$ cat src/rtl/seq_pattern_tx.sv
// MSB-first serializer with back-to-back word loading and a registered
// reference output for a downstream overlapping 101/110 detector.
module seq_pattern_tx #(
  parameter int WIDTH = 8
) (
  input  logic             clk,
  input  logic             rst,
  input  logic [WIDTH-1:0] Data_in,
  input  logic             Load_valid,
  output logic             Load_ready,
  output logic             Data_out,
  output logic             Out_valid,
  output logic             Word_done,
  output logic             Match_exp
);

  localparam int CW = $clog2(WIDTH);
  localparam logic [CW-1:0] LAST = CW'(WIDTH - 1);

  typedef enum logic {
    IDLE,
    SHIFT
  } state_t;

  state_t           state;
  logic [WIDTH-1:0] sreg;
  logic [CW-1:0]    cnt;
  logic [1:0]       hist;
  logic [1:0]       seen;
  logic             last_bit;
  logic             take;
  logic [2:0]       win;

  assign last_bit   = (state == SHIFT) && (cnt == '0);
  assign Out_valid  = (state == SHIFT);
  assign Data_out   = Out_valid & sreg[WIDTH-1];
  assign Word_done  = last_bit;
  assign Load_ready = (state == IDLE) || last_bit;
  assign take       = Load_valid && Load_ready;
  assign win        = {hist, Data_out};

  always_ff @(posedge clk or negedge rst) begin
    if (!rst) begin
      state     <= IDLE;
      sreg      <= '0;
      cnt       <= '0;
      hist      <= '0;
      seen      <= '0;
      Match_exp <= 1'b0;
    end else begin
      // History spans idle gaps and word boundaries; it is only
      // advanced by bits that actually went out on the line.
      if (Out_valid) begin
        hist      <= {hist[0], Data_out};
        seen      <= (seen == 2'd2) ? seen : seen + 2'd1;
        Match_exp <= (seen == 2'd2) &&
                     ((win == 3'b101) || (win == 3'b110));
      end else begin
        Match_exp <= 1'b0;
      end

      unique case (state)
        IDLE: begin
          if (take) begin
            sreg  <= Data_in;
            cnt   <= LAST;
            state <= SHIFT;
          end
        end
        SHIFT: begin
          if (take) begin
            sreg <= Data_in;
            cnt  <= LAST;
          end else if (last_bit) begin
            sreg  <= sreg << 1;
            state <= IDLE;
          end else begin
            sreg <= sreg << 1;
            cnt  <= cnt - 1'b1;
          end
        end
      endcase
    end
  end

endmodule

$ cat config.mk
export PLATFORM = sky130hd
export DESIGN_NAME = seq_pattern_tx
export DESIGN_NICKNAME = d
export VERILOG_FILES = /design/src/rtl/seq_pattern_tx.sv
export SDC_FILE = /design/constraint.sdc
export NUM_CORES = 1
export LEC_CHECK = 0
export CAP_MARGIN = 20
export CORE_ASPECT_RATIO = 0.8
export CORE_MARGIN = 5
export CORE_UTILIZATION = 54
export CTS_CLUSTER_DIAMETER = 200
export DETAILED_ROUTE_END_ITERATION = 6
export PLACE_DENSITY = 0.82
export SLEW_MARGIN = 20
export SYNTH_ARGS = -nofsm -noshare
export SYNTH_HDL_FRONTEND = slang
export SYNTH_SLANG_ARGS = --single-unit
$ cat constraint.sdc
create_clock -name clk -period 2.39 [get_ports clk]
set_input_delay 0.717 -clock clk [delete_from_list [all_inputs] [get_ports clk]]
set_output_delay 0.717 -clock clk [all_outputs]
set_load 0.02 [all_outputs]
==> out/qor.yml <==
setup_path:
  worstPathRequired_ns: 1.67
  cp-end-kind: "output port"
  critical_path.max_fanout: 4
  start_kind: "flop"
  crit_type: "reg -> out"
  crit_arrival_ns: 1.55
sta:
  max_slew_margin_pct: 85.0
  final_max_slew_viol_count: 0
  skew_ns: 0.00943
  fmax_mhz: 441
  tightest_slew_ns: 0.224
  hold_viol_final: 0
  timing.final.crit_share_pct: 94.8
  rsz0062_at_grt: "false"
  setup_viol: 0
  fin_crit_ns: 2.27
  finalSetupTns_ns: 0
layout:
  final_cell_mix: "dfrtp_1 (16), clkdlybuf4s50_1 (13), nand2_1 (9), mux2i_1 (9), o221a_1 (7)"
  syn_to_final_growth_pct: 23.0
  num-nets-final: 114
  fin_cells: 121
  final_common_cell: "dfrtp_1"
  antenna_cells: 0
  drive_gt1_share_pct: 15.2
synth:
  synthCells: 78
  ys_types: 26
  ys_seq_elements: 17
  synth_nets: 92
  avgSynthCellArea_um2: 11.4
  yosysTopAreaCell: "dfrtp_1"
  yosysTopAreaCellShare_pct: 47.7
  synth_area_leaders: "dfrtp_1 (48%), mux2i_1 (10%), o221a_1 (8.8%), ha_1 (4.2%), nand2_1 (3.8%)"
  yosysWarnings: 0
  synth.yosys.seq_area_share_pct: 47.7
  syn_area_um2: 892
drt:
  wire_per_inst_um: 13.9
  drt-pass1-iter-count: 4
  drc: 0
  vias: 644
  routed_wirelength_um: 1680
  drt-initial-drc-count: 11
  final_antenna_net_count: 0
  vias_per_cell: 5.32
die:
  die_area_um2: 2570
  core_area_um2: 1590
  die_h_um: 46.4
  ios: 16
  die_w_um: 55.4
  rows: 13
  start_util_pct: 56.0
job:
  cap_violations: 0
clock_tree:
  cts_num_sinks: 17
  clkTransAtPathRegs_ns: 0.10
  cts_tree: "yes"
  cts_buffers: 3
  htreeDepth: 1
  root_buffer: "clkbuf_4"
  cts.path.max_buffers: 2
  post_cts_buffers: 0
  cts_hold_buf: 0
  insertion_delay_ns: 0.30
place:
  place_inst: 117
  numPortBuffers: 15
  hpwlAfterDp_um: 1340
  routabilityCongestion: 0.738
power:
  irDropWorstVdd_uv: 703
  power_frac_comb_pct: 45.7
  leakagePower_nw: 0.530
  netSwitchingFraction_pct: 36.3
  p_int_mw: 0.776
  clockPowerShare_pct: 12.6
  power.density_nw_per_um2: 1110
  pwr-share-seq_pct: 41.7
  switchingPower_mw: 0.442
grt:
  grt_pass1_vias: 706
  gr-usage-all-layers_pct: 15.6
  antenna_found_initial: 0
  overflow: 0
  grt_max_degree: 18
  grt_first_pass_wirelength_um: 3070
status:
  status: "completed"
hold_path:
  hold_path.class: "reg -> reg"
-- routing by layer --
| layer | GRT usage, % | up-vias | wire length [um] |
|---|---|---|---|
| met2 | 27.6 | 11 | 853 |
| met1 | 18.5 | 314 | 752 |
| met3 | 5.88 | 2 | 66 |
| li1 | - | 317 | - |
| met4 | 3.40 | 0 | 8 |
| met5 | 0 | - | 0 |
-- per-stage QoR --
stage | hold slack, ns | total power [mW] | util (%) | instance area (um2) | worst slack [ns]
CTS | 0.484 | 1.23 | 68.8 | 1100 | 0.0561
finish | 0.483 | 1.22 | 68.8 | 1100 | 0.125
global placement | 0.463 | 1.05 | 67.2 | 1070 | 0.249
global route | 0.505 | 1.32 | 68.8 | 1100 | 0.0218
detailed placement | 0.467 | 1.08 | 67.2 | 1070 | 0.171
floorplan | 0.421 | 0.892 | - | 892 | 0.543
-- cells in the mapped netlist --
| cell | count |
|---|---|
| a21o_1 | 1 |
| a21oi_1 | 3 |
| and2_1 | 1 |
| buf_12 | 1 |
| buf_2 | 1 |
| buf_4 | 1 |
| buf_6 | 1 |
| dfrtp_1 | 17 |
| ha_1 | 3 |
| inv_1 | 5 |
| inv_2 | 1 |
| mux2_2 | 1 |
| mux2i_1 | 9 |
| nand2_1 | 9 |
| nand2_4 | 1 |
| nand2b_1 | 2 |
| nand3_1 | 1 |
| nand3b_4 | 1 |
| nor2_1 | 4 |
| nor3_1 | 1 |
| o211a_1 | 1 |
| o21a_1 | 1 |
| o21ai_0 | 2 |
| o221a_1 | 7 |
| o22ai_1 | 1 |
| xnor2_1 | 2 |
-- logic make-up (layout without fill, tap and decap cells) --
kind of cell	Yosys count	in the layout	synth area share [%]
simple gates	20	20	12.2
flops	17	17	47.7
compound gates	16	16	15.1
mux	10	10	11.4
buf+inv	10	31	7.43
fa+ha+maj	3	3	4.21
xor+xnor	2	2	1.96
-- registers in the layout (all words and copies together), names as in the netlist --
| signal | count |
|---|---|
| Match_exp | 1 |
| Out_valid | 1 |
| cnt | 3 |
| hist | 2 |
| seen | 2 |
| sreg | 8 |
-- what timing repair did --
action,in CTS,in global routing
pin swaps,0,0
setup endpoints to repair,2,1
resized for setup,2,1
-- power groups by stage --
stage / sequential, mW / clock [mW] / combinational [mW]
after floorplan: 0.492 / 0 / 0.400
after global placement: 0.506 / 0 / 0.539
after detailed placement: 0.512 / 0 / 0.573
after CTS: 0.507 / 0.158 / 0.565
after global routing: 0.523 / 0.171 / 0.626
final: 0.508 / 0.154 / 0.557
-- final timing paths --
check                        start         end  slack, ns  cells past startpoint
min in group asynchronous      rst   Match_exp       0.74                      2
min reg2reg                seen[0]     seen[0]       0.48                      1
min                        seen[0]     seen[0]       0.48                      1
max reg2reg                 cnt[0]     sreg[2]       1.00                      6
max                         cnt[0]  Load_ready       0.12                      5
max in group asynchronous      rst   Out_valid       1.45                      2
-- layout make-up --
type	count	area [um2]
multi-input cells	51	400
inverters	6	22.5
fillers	131	497
flip-flops and latches	17	427
well taps	22	27.5
clock inverters	1	5.00
repair buffers	21	193
clock buffers	3	22.5
-- critical path, stage by stage (launching register included) --
cell and delay [ns]:
dfrtp_1 0.39, inv_1 0.11, ha_1 0.18, nand2b_1 0.12, nand2_1 0.12, dlygate4sd2_1 0.34
Note: power is estimated with default switching activity, not from simulation.
